$ cat src/rtl/modbus_pkg.sv
// Shared types, constants and the CRC-16/MODBUS byte-update helper for the
// Modbus RTU receive path.
package modbus_pkg;

    typedef enum logic [1:0] {
        ST_INIT = 2'd0,
        ST_IDLE = 2'd1,
        ST_RX   = 2'd2,
        ST_GAP  = 2'd3
    } rx_state_e;

    localparam int         MIN_FRAME_LEN = 4;
    localparam logic [7:0] BCAST_ADDR    = 8'h00;

    // t1.5 / t3.5 in 50 MHz clock cycles for an 11-bit character
    localparam int T15_CYC_9600  = 85938;
    localparam int T35_CYC_9600  = 200521;
    localparam int T15_CYC_19200 = 42969;
    localparam int T35_CYC_19200 = 100260;

    localparam logic [15:0] CRC_INIT = 16'hFFFF;
    localparam logic [15:0] CRC_POLY = 16'hA001;

    function automatic logic [15:0] crc16_update(input logic [15:0] crc,
                                                 input logic [7:0]  data);
        logic [15:0] c;
        c = crc ^ {8'h00, data};
        for (int i = 0; i < 8; i++) begin
            if (c[0]) begin
                c = (c >> 1) ^ CRC_POLY;
            end else begin
                c = c >> 1;
            end
        end
        return c;
    endfunction

endpackage

$ cat src/rtl/crc16_modbus.sv
// Byte-wide CRC-16/MODBUS accumulator (reflected 0xA001, init 0xFFFF).
// crc_o reflects every byte accepted up to the previous clock.
module crc16_modbus (
    input  logic        clk,
    input  logic        rst,
    input  logic        clr_i,
    input  logic        valid_i,
    input  logic [7:0]  data_i,
    output logic [15:0] crc_o
);
    import modbus_pkg::*;

    logic [15:0] crc_q;
    logic [15:0] crc_d;

    // Next CRC value: clear wins over a data update
    always_comb begin
        crc_d = crc_q;
        if (clr_i) begin
            crc_d = CRC_INIT;
        end else if (valid_i) begin
            crc_d = crc16_update(crc_q, data_i);
        end else begin
            crc_d = crc_q;
        end
    end

    // CRC register
    always_ff @(posedge clk) begin
        if (rst) begin
            crc_q <= CRC_INIT;
        end else begin
            crc_q <= crc_d;
        end
    end

    assign crc_o = crc_q;

endmodule

$ cat src/rtl/modbus_rx_framer.sv
// Modbus RTU receive framer: t1.5/t3.5 frame delimiting, CRC residue check and
// per-frame status. Define MODBUS_RX_STATS_EN to build the CRC/gap error counters.
module modbus_rx_framer
    import modbus_pkg::*;
#(
    parameter int T15_CYC = T15_CYC_19200,
    parameter int T35_CYC = T35_CYC_19200,
    parameter int MAX_LEN = 256
) (
    input  logic        clk,
    input  logic        rst,
    input  logic [7:0]  rx_data_i,
    input  logic        rx_valid_i,
    input  logic        rx_err_i,
    input  logic [7:0]  my_addr_i,
    output logic [7:0]  byte_o,
    output logic        byte_valid_o,
    output logic        sof_o,
    output logic        frame_done_o,
    output logic        frame_ok_o,
    output logic [8:0]  frame_len_o,
    output logic        addr_match_o,
    output logic        bcast_o,
    output logic        busy_o,
    output logic [15:0] crc_err_cnt_o,
    output logic [15:0] gap_err_cnt_o
);

    localparam int                TMR_W     = $clog2(T35_CYC + 1);
    localparam logic [TMR_W-1:0]  T15_T     = TMR_W'(T15_CYC);
    localparam logic [TMR_W-1:0]  T35_T     = TMR_W'(T35_CYC);
    localparam logic [TMR_W-1:0]  TMR_ONE   = TMR_W'(1);
    localparam logic [8:0]        MAX_LEN_T = 9'(MAX_LEN);
    localparam logic [8:0]        MIN_LEN_T = 9'(MIN_FRAME_LEN);

    rx_state_e         state_q, state_d;
    logic [TMR_W-1:0]  timer_q, timer_d;
    logic [8:0]        len_q, len_d;
    logic [7:0]        addr_q, addr_d;
    logic              gap_err_q, gap_err_d;
    logic              ovf_q, ovf_d;
    logic              byte_err_q, byte_err_d;
    logic [7:0]        byte_q, byte_d;
    logic              byte_valid_q, byte_valid_d;
    logic              sof_q, sof_d;
    logic              done_q, done_d;
    logic              ok_q, ok_d;
    logic [8:0]        flen_q, flen_d;
    logic              match_q, match_d;
    logic              bcast_q, bcast_d;
    logic              busy_q, busy_d;
    logic              eof_s;
    logic              crc_clr_s;
    logic              crc_valid_s;
    logic [15:0]       crc_s;

    crc16_modbus u_crc (
        .clk     (clk),
        .rst     (rst),
        .clr_i   (crc_clr_s),
        .valid_i (crc_valid_s),
        .data_i  (rx_data_i),
        .crc_o   (crc_s)
    );

    // Framing FSM, silence timer, sticky flags and output next-state
    always_comb begin
        state_d      = state_q;
        len_d        = len_q;
        addr_d       = addr_q;
        gap_err_d    = gap_err_q;
        ovf_d        = ovf_q;
        byte_err_d   = byte_err_q;
        byte_d       = byte_q;
        byte_valid_d = 1'b0;
        sof_d        = 1'b0;
        done_d       = 1'b0;
        ok_d         = ok_q;
        flen_d       = flen_q;
        match_d      = match_q;
        bcast_d      = bcast_q;
        eof_s        = 1'b0;
        crc_clr_s    = 1'b0;
        crc_valid_s  = 1'b0;

        // Any strobe restarts the silence timer, which saturates at t3.5
        if (rx_valid_i) begin
            timer_d = {TMR_W{1'b0}};
        end else if (timer_q != T35_T) begin
            timer_d = timer_q + TMR_ONE;
        end else begin
            timer_d = timer_q;
        end

        case (state_q)
            ST_INIT: begin
                if (!rx_valid_i && (timer_q == T35_T)) begin
                    state_d = ST_IDLE;
                end else begin
                    state_d = ST_INIT;
                end
            end
            ST_IDLE: begin
                if (rx_valid_i) begin
                    state_d      = ST_RX;
                    len_d        = 9'd1;
                    addr_d       = rx_data_i;
                    gap_err_d    = 1'b0;
                    ovf_d        = 1'b0;
                    byte_err_d   = rx_err_i;
                    byte_d       = rx_data_i;
                    byte_valid_d = 1'b1;
                    sof_d        = 1'b1;
                    crc_valid_s  = 1'b1;
                end else begin
                    state_d = ST_IDLE;
                end
            end
            ST_RX, ST_GAP: begin
                if (rx_valid_i) begin
                    byte_err_d = byte_err_q | rx_err_i;
                    if (state_q == ST_GAP) begin
                        gap_err_d = 1'b1;
                    end else begin
                        gap_err_d = gap_err_q;
                    end
                    // A full frame drops further bytes entirely
                    if (len_q == MAX_LEN_T) begin
                        ovf_d = 1'b1;
                    end else begin
                        len_d        = len_q + 9'd1;
                        byte_d       = rx_data_i;
                        byte_valid_d = 1'b1;
                        crc_valid_s  = 1'b1;
                    end
                end else if ((state_q == ST_RX) && (timer_q == T15_T)) begin
                    state_d = ST_GAP;
                end else if ((state_q == ST_GAP) && (timer_q == T35_T)) begin
                    state_d = ST_IDLE;
                    eof_s   = 1'b1;
                end else begin
                    state_d = state_q;
                end
            end
            default: begin
                state_d = ST_INIT;
            end
        endcase

        if (eof_s) begin
            crc_clr_s  = 1'b1;
            done_d     = 1'b1;
            ok_d       = (crc_s == 16'h0000) && !gap_err_q && !ovf_q &&
                         !byte_err_q && (len_q >= MIN_LEN_T);
            flen_d     = len_q;
            match_d    = (addr_q == my_addr_i) || (addr_q == BCAST_ADDR);
            bcast_d    = (addr_q == BCAST_ADDR);
            len_d      = 9'd0;
            gap_err_d  = 1'b0;
            ovf_d      = 1'b0;
            byte_err_d = 1'b0;
        end else begin
            done_d = 1'b0;
        end

        busy_d = (state_d == ST_RX) || (state_d == ST_GAP);
    end

    // State, timer, frame context and registered outputs
    always_ff @(posedge clk) begin
        if (rst) begin
            state_q      <= ST_INIT;
            timer_q      <= {TMR_W{1'b0}};
            len_q        <= 9'd0;
            addr_q       <= 8'h00;
            gap_err_q    <= 1'b0;
            ovf_q        <= 1'b0;
            byte_err_q   <= 1'b0;
            byte_q       <= 8'h00;
            byte_valid_q <= 1'b0;
            sof_q        <= 1'b0;
            done_q       <= 1'b0;
            ok_q         <= 1'b0;
            flen_q       <= 9'd0;
            match_q      <= 1'b0;
            bcast_q      <= 1'b0;
            busy_q       <= 1'b0;
        end else begin
            state_q      <= state_d;
            timer_q      <= timer_d;
            len_q        <= len_d;
            addr_q       <= addr_d;
            gap_err_q    <= gap_err_d;
            ovf_q        <= ovf_d;
            byte_err_q   <= byte_err_d;
            byte_q       <= byte_d;
            byte_valid_q <= byte_valid_d;
            sof_q        <= sof_d;
            done_q       <= done_d;
            ok_q         <= ok_d;
            flen_q       <= flen_d;
            match_q      <= match_d;
            bcast_q      <= bcast_d;
            busy_q       <= busy_d;
        end
    end

`ifdef MODBUS_RX_STATS_EN
    logic [15:0] crc_cnt_q;
    logic [15:0] gap_cnt_q;

    // Saturating per-frame error counters
    always_ff @(posedge clk) begin
        if (rst) begin
            crc_cnt_q <= 16'h0000;
            gap_cnt_q <= 16'h0000;
        end else begin
            if (eof_s && (crc_s != 16'h0000) && (crc_cnt_q != 16'hFFFF)) begin
                crc_cnt_q <= crc_cnt_q + 16'd1;
            end
            if (eof_s && gap_err_q && (gap_cnt_q != 16'hFFFF)) begin
                gap_cnt_q <= gap_cnt_q + 16'd1;
            end
        end
    end

    assign crc_err_cnt_o = crc_cnt_q;
    assign gap_err_cnt_o = gap_cnt_q;
`else
    assign crc_err_cnt_o = 16'h0000;
    assign gap_err_cnt_o = 16'h0000;
`endif

    assign byte_o       = byte_q;
    assign byte_valid_o = byte_valid_q;
    assign sof_o        = sof_q;
    assign frame_done_o = done_q;
    assign frame_ok_o   = ok_q;
    assign frame_len_o  = flen_q;
    assign addr_match_o = match_q;
    assign bcast_o      = bcast_q;
    assign busy_o       = busy_q;

endmodule

$ cat config.mk
export PLATFORM = sky130hd
export DESIGN_NAME = modbus_rx_framer
export DESIGN_NICKNAME = d
export VERILOG_FILES = /design/src/rtl/modbus_pkg.sv /design/src/rtl/crc16_modbus.sv /design/src/rtl/modbus_rx_framer.sv
export SDC_FILE = /design/constraint.sdc
export NUM_CORES = 1
export LEC_CHECK = 0
export BUFFER_PORTS_ARGS = -buffer_cell sky130_fd_sc_hd__buf_4
export CAP_MARGIN = 10
export CORE_ASPECT_RATIO = 1.2
export CORE_MARGIN = 10
export CORE_UTILIZATION = 45
export CTS_CLUSTER_DIAMETER = 120
export DETAILED_ROUTE_END_ITERATION = 12
export PLACE_DENSITY = 0.7
export SLEW_MARGIN = 25
export SYNTH_ARGS = -nofsm -noshare
export SYNTH_HDL_FRONTEND = slang
export SYNTH_HIERARCHICAL = 1
export SYNTH_SLANG_ARGS = --single-unit
$ cat constraint.sdc
create_clock -name clk -period 4.86 [get_ports clk]
set_input_delay 0.486 -clock clk [delete_from_list [all_inputs] [get_ports clk]]
set_output_delay 0.486 -clock clk [all_outputs]
set_load 0.01 [all_outputs]
# ---- Word-level counts from Yosys, hierarchy flattened
# Index checks and enable logic that the tools add are counted.
dict set report totals {
  elab_cells 128
  in_bits 20
  register_bits 79
  output_inout_bits 56
}
dict set report op_classes {
  mux 55
  n_eq_ne 15
  magnitude_cmp 1
  addsub 2
  bitwise_logic 11
  reduce_logical 27
}
# operator n
set op_table {}
lappend op_table {{16-bit 2-to-1 mux} 22}
lappend op_table {{9-bit 2-to-1 mux} 3}
lappend op_table {{8-bit 2-to-1 mux} 3}
lappend op_table {{2-bit inverter with 3-bit output} 8}
lappend op_table {{9-bit one-hot mux with 2 select lines} 1}
lappend op_table {{17-bit by 1-bit adder with 17-bit output (second input constant)} 1}
lappend op_table {{17-bit by 16-bit equality test with 1-bit output (second input constant)} 1}
lappend op_table {{17-bit equality test (second input constant)} 1}
lappend op_table {{17-bit inequality test (second input constant)} 1}
lappend op_table {{16-bit logical NOT} 1}
lappend op_table {{1-bit 2-to-1 mux} 16}
lappend op_table {{8-bit one-hot mux with 2 select lines} 1}
lappend op_table {{16-bit by 8-bit XOR with 16-bit output} 1}
lappend op_table {{4-bit AND reduction} 3}
lappend op_table {{2-bit inequality test (second input constant)} 5}
lappend op_table {{2-bit OR reduction} 5}
lappend op_table {{9-bit by 1-bit adder with 9-bit output (second input constant)} 1}
lappend op_table {{9-bit equality test (second input constant)} 1}
lappend op_table {{9-bit by 3-bit >= comparator with 1-bit output (second input constant)} 1}
lappend op_table {{2-bit equality test (second input constant)} 4}
lappend op_table {{8-bit equality test} 1}
lappend op_table {{8-bit logical NOT} 1}
lappend op_table {{2-bit 2-to-1 mux} 4}
lappend op_table {{1-bit one-hot mux with 2 select lines} 4}
lappend op_table {{11 further kinds} 21}

# ---- Longest topological paths before layout
# Gate-level depths: netlist of the first run.
dict set report logic_depth {
  word_depth 34
  ltp_mapped 10
}

# ---- Modules after synthesis
# The synthesis of the first run kept the hierarchy.
# module n_inst area_each_um2 cells_per_inst
set by_module_without_submodules {}
lappend by_module_without_submodules {modbus_rx_framer 1 3120.5 363}
lappend by_module_without_submodules {crc16_modbus 1 768.2 86}

# ---- Worst setup path after synthesis of the first run
# Ideal clock, no wire load.
dict set report synth_timing {
  kind {in2reg}
  start {input rx_valid_i}
  end {register u_crc.crc_q[1] (netlist: u_crc/crc_o[1])}
  setup_slack_ns 2.416
  stages 8
  setup_ns 0.133
  t_arrival_ns 2.311
  required_ns 4.727
  cell_sequence {clkbuf_1 > o21ai_0 > a31oi_1 > buf_2 > clkbuf_1 > buf_1 > mux2i_1 > nand2_1}
}
dict set report synth_via {
  elab_cells_between_ends 7
  classes_between {6 x mux; 1 x reduce/logical}
}
# element line
set synth_rtl {}
lappend synth_rtl {{start, declared} modbus_rx_framer.sv:13} ;# input logic rx_valid_i,
lappend synth_rtl {{1-bit 2-to-1 mux, on equally long branches} --}
lappend synth_rtl {{1-bit one-hot mux with 2 select lines *} --}
lappend synth_rtl {{named net byte_valid_d} modbus_rx_framer.sv:44} ;# logic byte_valid_q, byte_valid_d;
lappend synth_rtl {{end signal, assigned} crc16_modbus.sv:33} ;# crc_q <= crc_d;
lappend synth_rtl {{end, declared} crc16_modbus.sv:13} ;# logic [15:0] crc_q;
# The timed path passes the listed nets; every way through them passes the cells marked *.
# A chain may end at the register's enable or synchronous reset.

# ---- Final worst setup path of the first run
dict set report layout_timing {
  start {register state_q[0]}
  end {register u_crc.crc_q[15] (netlist: u_crc/crc_o[15])}
}
dict set report layout_via {
  elab_chain_len 8
  elab_cells_between_ends 13
  classes_between {3 x eq/ne; 6 x mux; 4 x reduce/logical}
}
# element line
set layout_lines {}
lappend layout_lines {{start, declared} modbus_rx_framer.sv:36} ;# rx_state_e state_q, state_d;
lappend layout_lines {{start signal, assigned} modbus_rx_framer.sv:189} ;# state_q <= state_d;
lappend layout_lines {{2-bit equality test} {modbus_rx_framer.sv:95, modbus_rx_framer.sv:138}}
lappend layout_lines {{1-bit logical AND} modbus_rx_framer.sv:138} ;# end else if ((state_q == ST_GAP) && (timer_q == T35_T)) begin
lappend layout_lines {{1-bit 2-to-1 mux} modbus_rx_framer.sv:138}
lappend layout_lines {{1-bit 2-to-1 mux} modbus_rx_framer.sv:136} ;# end else if ((state_q == ST_RX) && (timer_q == T15_T)) begin
lappend layout_lines {{1-bit 2-to-1 mux} modbus_rx_framer.sv:120} ;# if (rx_valid_i) begin
lappend layout_lines {{1-bit 2-to-1 mux *} modbus_rx_framer.sv:95} ;# case (state_q)
lappend layout_lines {{1-bit 2-to-1 mux *} modbus_rx_framer.sv:150} ;# if (eof_s) begin
lappend layout_lines {{named net crc_clr_s} modbus_rx_framer.sv:53} ;# logic crc_clr_s;
lappend layout_lines {{2-bit OR reduction (no line) *} --}
# Marked as above.

==> results.yml, run 1 <==
run_status:
  status: "complete, no violations"
synth:
  synth_warnings: 6
  synthTopCellsByCount: "79 x dfxtp_1, 52 x nand2_1, 41 x nor2_1"
  synth_top_cell_area_share_pct: 40.7
  synthTopCellsByArea: "dfxtp_1 41%, buf_4 6.2%, nand2_1 5.0%"
  synthArstFlopShare_pct: 0
  synth_top_flop_cell: "dfxtp_1"
  synth_top_cell_by_area: "dfxtp_1"
  synth_most_common_cell: "dfxtp_1"
  synth_seq_cells: 79
  synth_edf_count: 0
  avgSynthCellArea_um2: 8.66
  yosysSeqAreaShare_pct: 40.7
  synthCells: 449
  ys_types: 52
  syn-cell-area_mm2: 0.00389
setup_path:
  r2r-start: "state_q[0]"
  crit_arrival_ns: 3.01
  critical_path_class: "flop to flop"
  worst-r2r-setup-slack_ns: 2.11
  r2r-end: "u_crc/crc_o[15]"
  path_max_fanout: 18
  critPathLaunchType: "flop"
  endpoint_kind: "flop"
  crit_required_ns: 5.12
  worstRegToRegCells: 7
drt:
  wl_per_cell_um: 14.9
  wl_um: 8960
  drtPass1Iterations: 4
  ant_nets: 0
  drtIter0Drc: 161
  drc: 0
  vias: 3078
  post_drt_via_cell_ratio: 5.10
clock_tree:
  cts_setup_buffers: 0
  path_clk_slew_ns: 0.08
  ctsResizeCount: 0
  cts_max_level: 3
  holdBufCountCts: 0
  cts.path.max_buffers: 2
  cts_tree: "done"
  cts_root_buf: "clkbuf_8"
  clock_latency_ns: 0.36
  cts_made_buffers: 9
  cts.sinks: 79
floorplan:
  core_mm2: 0.00852
  die_x_um: 105
  die-area_mm2: 0.0128
  die_y_um: 122
  num_rows: 37
  io_pins: 76
  start_util_pct: 45.7
timing:
  worst_pin_slew_ns: 0.943
  slew_violations: 0
  period_minus_slack_ns: 2.75
  fmax_mhz: 364
  rsz0062_at_grt: "no"
  slew_headroom_pct: 36.5
  fin_crit_sh_pct: 56.6
  finalSetupTns_ns: 0
  finalSetupViolCount: 0
  hold_viol: 0
  skew_ns: 0.00728
cells_and_area:
  n_antenna_cell: 0
  drive_above_1_share_pct: 14.6
  design_area_mm2: 0.00438
  nets: 506
  multiInputGateArea_mm2: 0.00208
  fin_cells: 603
  nFillCells: 813
  syn2layout_area_growth_pct: 12.5
  ff_latch_area_mm2: 0.00158
placement:
  place_inst: 586
  gp_congestion: 0.872
  port_buffers: 43
  place_area_mm2: 0.00415
  hpwl_um: 6620
grt:
  first_global_vias: 3106
  grt_usage_pct: 14.3
  overflow: 0
  antenna_found_initial: 0
  grt_max_degree: 44
  grt_pass1_wl_um: 15300
min_path:
  hold_depth: 3
  hp-start: "rx_data_i[6]"
  min_to: "byte_o[6]"
  worstHoldPathType: "input port to flop"
power:
  p_leak_nw: 1.66
  p_per_area_mw_per_mm2: 276
  peakVddDrop_mv: 0.162
flow_run:
  drv_cap: 0
placed cells by master (no fill, tap or decap), types with 2 or more instances in the layout:
master / instances
a211oi_1: 3
or2_2: 2
nand4b_1: 2
clkbuf_8: 9
xnor2_1: 22
nor4bb_1: 3
a31oi_1: 2
buf_4: 43
nand2_1: 52
and3_1: 3
xor2_1: 21
a21oi_1: 26
inv_1: 8
or3_1: 4
nor2b_1: 3
ha_1: 5
a221oi_1: 2
o21ai_0: 14
mux2i_1: 17
o21ai_1: 9
nor4_1: 10
clkinv_2: 3
or4_1: 3
nand3_1: 18
dfxtp_1: 79
nand4_1: 9
and4_1: 4
nor3_1: 9
nor2_1: 40
conb_1: 32
o21a_1: 2
per-stage QoR:
step	utilization (%)	hold WS, ns	total power, mW	setup WS [ns]
global placement	48.7	0.469	0.738	2.08
finish	51.4	0.393	1.21	2.11
global route	51.4	0.404	1.25	1.97
CTS	51.0	0.394	1.21	1.92
detailed placement	48.7	0.476	0.739	1.93
floorplan	-	0.437	0.733	2.42
layer usage:
layer | GRT usage [%] | part of all wire, %
met5 | 0 | 0
met4 | 4.98 | 1.5
met3 | 5.23 | 6.9
met2 | 22.9 | 47
met1 | 17.4 | 44
where the power goes:
| group | total (mW) | switching, mW | internal (mW) | leakage [nW] |
|---|---|---|---|---|
| registers | 0.649 | 0.00124 | 0.647 | 0.637 |
| clock network | 0.481 | 0.246 | 0.236 | 0.0960 |
| logic | 0.0777 | 0.0487 | 0.0290 | 0.923 |
cell type report:
class | count | area share [%]
clock buffer | 10 | 2.92
multi-input combinational | 339 | 47.5
clock inverter | 6 | 1.40
timing repair buffer | 44 | 8.01
sequential | 79 | 36.1
inverter | 8 | 0.686
tap | 117 | 3.35
sequential cells by signal, indices dropped and copies added, names as in the netlist:
signal,flops
timer_q,17
u_crc/crc_o,16
frame_len_o,9
len_q,9
addr_q,8
byte_o,8
state_q,2
addr_match_o,1
bcast_o,1
busy_o,1
byte_err_q,1
byte_valid_o,1
frame_done_o,1
frame_ok_o,1
gap_err_q,1
ovf_q,1
sof_o,1
critical path: stages (launching register included):
cell      delay (ns)
dfxtp_1         0.44
nor4bb_1        0.46
nand4_1         0.72
nor2_8          0.36
nor2_2          0.19
nand2_1         0.17
nor2b_1         0.06
a221oi_1        0.24
cells by family after synthesis:
family                   after synthesis  share of synthesized area (%)
flip-flops                            79                           40.7
buffers and inverters                 62                           9.46
AO/OA/AOI/OAI                         69                           10.9
adder cells (fa/ha/maj)                5                           1.61
multiplexers                          18                           4.67
AND/OR/NAND/NOR                      171                           22.3
XOR/XNOR                              44                           10.3
other                                  1                         0.0964
how the worst max path moves through the flow:
stage	startpoint	slack, ns	depth (start not counted)	to
floorplan	rx_valid_i	2.42	8	u_crc/crc_o[1]
global placement	timer_q[4]	2.08	7	u_crc/crc_o[14]
detailed placement	timer_q[4]	1.93	7	u_crc/crc_o[15]
CTS	timer_q[4]	1.92	7	u_crc/crc_o[15]
global route	state_q[0]	1.97	7	u_crc/crc_o[15]
finish	state_q[0]	2.11	7	u_crc/crc_o[15]
No activity file was read; power rests on OpenSTA's default activity.
==> run 2, diff against run 1 <==
Settings changed: PLACE_DENSITY 0.7 to 0.73.
Clock period 4.86 ns to 2.3 ns, I/O delays scaled along.
==> run 2 against run 1 <==
- sequential power increased by 110%
- critical endpoint is now u_crc/crc_o[14]
- hold slack got worse by 0.24 ns
- largest cell class unchanged
- final cell count increased by 1.3%
- combinational power increased by 110%
- final area increased by 2.4%
- die area unchanged
- non-clock buffer count increased by 8
- maximum frequency increased by 27%
- global-route usage decreased by 0.055 points
==> results.yml, run 2 (synthesized netlist as in run 1, its figures left out) <==
timing:
  slew_headroom_pct: 61.0
  finalSetupViolCount: 0
  period_minus_slack_ns: 2.17
  hold_viol: 0
  finalSetupTns_ns: 0
  worst_pin_slew_ns: 0.579
  rsz0062_at_grt: "no"
  whs_ns: 0.150
  fmax_mhz: 460
  fin_crit_sh_pct: 94.4
  skew_ns: 0.0114
  slew_violations: 0
setup_path:
  endpoint_kind: "flop"
  path_delay_family: "simple AND/OR/NAND/NOR gates"
  slowest_stage: "or4b_4"
  cp_cell_sequence: "or4b_4 -> or3_4 -> nor2_8 -> nor2_1 -> buf_4 -> a221oi_1"
  crit_required_ns: 2.56
  worstRegToRegCells: 6
  crit_arrival_ns: 2.43
  cp_num_buf_inv: 1
  critPathLaunchType: "flop"
  path_max_fanout: 13
  cpPeakStageDelay_ns: 0.57
  worst-r2r-setup-slack_ns: 0.13
  r2r-end: "u_crc/crc_o[14]"
  r2r-start: "timer_q[11]"
  critical_path_class: "flop to flop"
  crit_start: "timer_q[11]"
power:
  p_per_area_mw_per_mm2: 617
  p_leak_nw: 1.72
  p_total_mw: 2.76
  peakVddDrop_mv: 0.363
run_status:
  status: "complete, no violations"
floorplan:
  core_mm2: 0.00852
  start_util_pct: 45.7
  die_y_um: 122
  io_pins: 76
  num_rows: 37
  die-area_mm2: 0.0128
  die_x_um: 105
drt:
  post_drt_via_cell_ratio: 5.14
  wl_met2_um: 4470
  top_layer: "met4"
  drtPass1Iterations: 4
  drc: 0
  vias: 3141
  wl_met3_um: 625
  ant_nets: 0
  drtIter0Drc: 110
  wl_per_cell_um: 15.0
  wl_um: 9200
  met1Wirelength_um: 3910
cells_and_area:
  nets: 514
  final_cell_mix: "79 x dfxtp_1, 52 x nand2_1, 51 x buf_4, 41 x nor2_1, 32 x conb_1"
  nFillCells: 794
  layout_commonest_cell: "dfxtp_1"
  largest_reg_flops: 17
  syn2layout_area_growth_pct: 15.2
  n_antenna_cell: 0
  post-route-util_pct: 52.6
  drive_above_1_share_pct: 16.0
  top_register: "timer_q"
clock_tree:
  ctsResizeCount: 0
  cts_setup_buffers: 0
  holdBufCountCts: 0
  cts_max_level: 3
  clock_latency_ns: 0.36
  path_clk_slew_ns: 0.08
  cts.sinks: 79
  cts_tree: "done"
  cts_root_buf: "clkbuf_8"
  cts_made_buffers: 9
  cts.path.max_buffers: 2
grt:
  first_global_vias: 3182
  grt_pass1_wl_um: 15200
  overflow: 0
  grt_max_degree: 44
  antenna_found_initial: 0
  grt_usage_pct: 14.2
min_path:
  worstHoldPathType: "input port to flop"
  min_to: "addr_q[3]"
  hp-start: "rx_data_i[3]"
  hold_depth: 3
flow_run:
  drv_cap: 0
placement:
  gp_congestion: 0.793
  port_buffers: 43
  hpwl_um: 6780
run 2: cell type report:
| class | count | area, µm² | area share, % |
|---|---|---|---|
| repair buffers | 52 | 403 | 8.99 |
| clock inverters | 6 | 109 | 2.43 |
| well taps | 117 | 146 | 3.27 |
| clock buffers | 10 | 128 | 2.85 |
| multi-input cells | 339 | 2080 | 46.5 |
| inverters | 8 | 30.0 | 0.670 |
| flip-flops and latches | 79 | 1580 | 35.3 |
run 2: report_power, final:
part           internal (mW)  switching, mW
sequential              1.37        0.00283
clock                  0.719          0.510
combinational         0.0622          0.102
total                   2.15          0.615
run 2: stage by stage:
step                      cell area, µm²  instances  setup slack, ns
after floorplan                     4010        480            0.169
after global placement              4230        595            0.144
after detailed placement            4230        595           0.0541
after CTS                           4470        611           0.0358
after global routing                4480        611           0.0552
final                               4480        611            0.128
run 2: how the worst max path moves through the flow:
| stage | depth (start not counted) | end | slack, ns |
|---|---|---|---|
| after floorplan | 9 | u_crc/crc_o[1] | 0.17 |
| after global placement | 6 | u_crc/crc_o[15] | 0.14 |
| after detailed placement | 6 | u_crc/crc_o[15] | 0.05 |
| after CTS | 6 | u_crc/crc_o[15] | 0.04 |
| after global routing | 6 | u_crc/crc_o[15] | 0.06 |
| final | 6 | u_crc/crc_o[14] | 0.13 |
run 2: metal layers:
layer	GRT usage (%)	vias up
li1	-	1567
met1	16.4	1467
met2	23.9	92
met3	3.96	15
met4	6.96	0
met5	0	-
run 2: tightest hold or removal path, cell delays in order:
cell,delay (ns)
buf_4,0.13
nand2_1,0.05
a21oi_1,0.05
==> run 3, diff against run 2 <==
Settings changed: BUFFER_PORTS_ARGS -buffer_cell sky130_fd_sc_hd__buf_4 to -buffer_cell sky130_fd_sc_hd__buf_2, PLACE_DENSITY 0.73 to 0.7.
Clock period 2.3 ns to 2.7 ns, I/O delays scaled along.
==> run 3 against run 2 <==
- hold slack better by 0.057 ns
- final cell count up 0.16%
- maximum frequency down 1.8%
- sequential power down 15%
- core utilization down 1.1 points
- clock power down 14%
- critical path depth up 1
- non-clock buffer count up 2
- sequential share of layout area up 0.77 points
- clock skew down 0.0037 ns
- critical endpoint is now u_crc/crc_o[15]
==> results.yml, run 3 (synthesized netlist as in run 1, its figures left out) <==
setup_path:
  critPathLaunchType: "flop"
  r2r-end: "u_crc/crc_o[15]"
  critical_path_class: "flop to flop"
  r2r-start: "timer_q[11]"
  path_max_fanout: 7
  worst-r2r-setup-slack_ns: 0.49
  crit_required_ns: 2.94
  worstRegToRegCells: 7
  endpoint_kind: "flop"
  crit_arrival_ns: 2.46
floorplan:
  die_y_um: 122
  die_x_um: 105
  die-area_mm2: 0.0128
  num_rows: 37
  start_util_pct: 45.7
  io_pins: 76
  core_mm2: 0.00852
clock_tree:
  holdBufCountCts: 0
  cts.sinks: 79
  path_clk_slew_ns: 0.07
  cts_tree: "done"
  cts.path.max_buffers: 2
  cts_setup_buffers: 0
  ctsResizeCount: 0
  cts_root_buf: "clkbuf_8"
  cts_max_level: 3
  cts_made_buffers: 9
  clock_latency_ns: 0.34
grt:
  overflow: 0
  grt_pass1_wl_um: 15400
  first_global_vias: 3196
  antenna_found_initial: 0
  grt_usage_pct: 14.3
  grt_max_degree: 26
run_status:
  status: "complete, no violations"
cells_and_area:
  post-route-util_pct: 51.5
  final_cell_mix: "79 x dfxtp_1, 52 x nand2_1, 43 x buf_2, 41 x nor2_1, 32 x conb_1"
  n_antenna_cell: 0
  layout_commonest_cell: "dfxtp_1"
  fin_cells: 612
  drive_above_1_share_pct: 15.8
  nets: 516
  design_area_mm2: 0.00438
  largest_reg_flops: 17
  top_register: "timer_q"
  syn2layout_area_growth_pct: 12.7
timing:
  finalSetupTns_ns: 0
  skew_ns: 0.00769
  worst_pin_slew_ns: 0.599
  slew_violations: 0
  rsz0062_at_grt: "no"
  setup_ws_ns: 0.487
  fin_crit_sh_pct: 82.0
  whs_ns: 0.207
  fmax_mhz: 452
  hold_viol: 0
  slew_headroom_pct: 60.1
  finalSetupViolCount: 0
  period_minus_slack_ns: 2.21
min_path:
  hp-start: "rx_data_i[6]"
  hold_depth: 3
  worstHoldPathType: "input port to flop"
  min_to: "addr_q[6]"
placement:
  gp_congestion: 0.838
  place_ws_ns: 0.511
  port_buffers: 43
  hpwl_um: 6810
  place_area_mm2: 0.00414
  place_inst: 597
drt:
  wl_per_cell_um: 14.6
  ant_nets: 0
  vias: 3187
  wl_um: 8930
  drtPass1Iterations: 4
  drc: 0
  drtIter0Drc: 182
  post_drt_via_cell_ratio: 5.21
flow_run:
  drv_cap: 0
power:
  p_per_area_mw_per_mm2: 539
  peakVddDrop_mv: 0.394
  p_leak_nw: 1.72
  p_total_mw: 2.36
run 3: cell count changes in the layout (fill, tap and decap cells not counted), moves of 2 or more:
cell / delta
clkinv_2: -2
buf_2: +43
clkbuf_8: +2
buf_4: -41
run 3: worst max path at each step:
stage           startpoint               to  slack (ns)
5_1_grt        timer_q[11]  u_crc/crc_o[15]        0.33
4_1_cts        timer_q[12]  u_crc/crc_o[15]        0.49
3_3_place_gp   timer_q[11]  u_crc/crc_o[14]        0.55
3_5_place_dp   timer_q[11]  u_crc/crc_o[15]        0.51
2_1_floorplan     len_q[0]   u_crc/crc_o[1]        0.40
6_report       timer_q[11]  u_crc/crc_o[15]        0.49
run 3: area by class of cell:
type / instances / area (µm²)
clock buffer: 12 / 155
clock inverter: 3 / 90.1
fill: 836 / 4130
inverter: 8 / 30.0
multi-input combinational: 339 / 2070
sequential: 79 / 1580
tap: 117 / 146
timing repair buffer: 54 / 310
run 3: power by group:
| group | internal [mW] | switching [mW] |
|---|---|---|
| sequential | 1.17 | 0.00229 |
| combinational | 0.0460 | 0.0869 |
| clock | 0.660 | 0.402 |
| total | 1.87 | 0.491 |
run 3: worst max-delay path, stage by stage, from the launching register on:
cell,delay (ns)
dfxtp_1,0.34
or4b_4,0.58
or3_1,0.43
nor2_8,0.18
nor2_1,0.13
nand2_1,0.16
nor2b_1,0.06
a221oi_1,0.24
run 3: metal layers:
layer / share of wire [%] / global-route usage, %
met4: 1.5 / 4.90
met3: 8.4 / 6.23
met1: 42 / 16.7
met5: 0 / 0
met2: 48 / 23.2
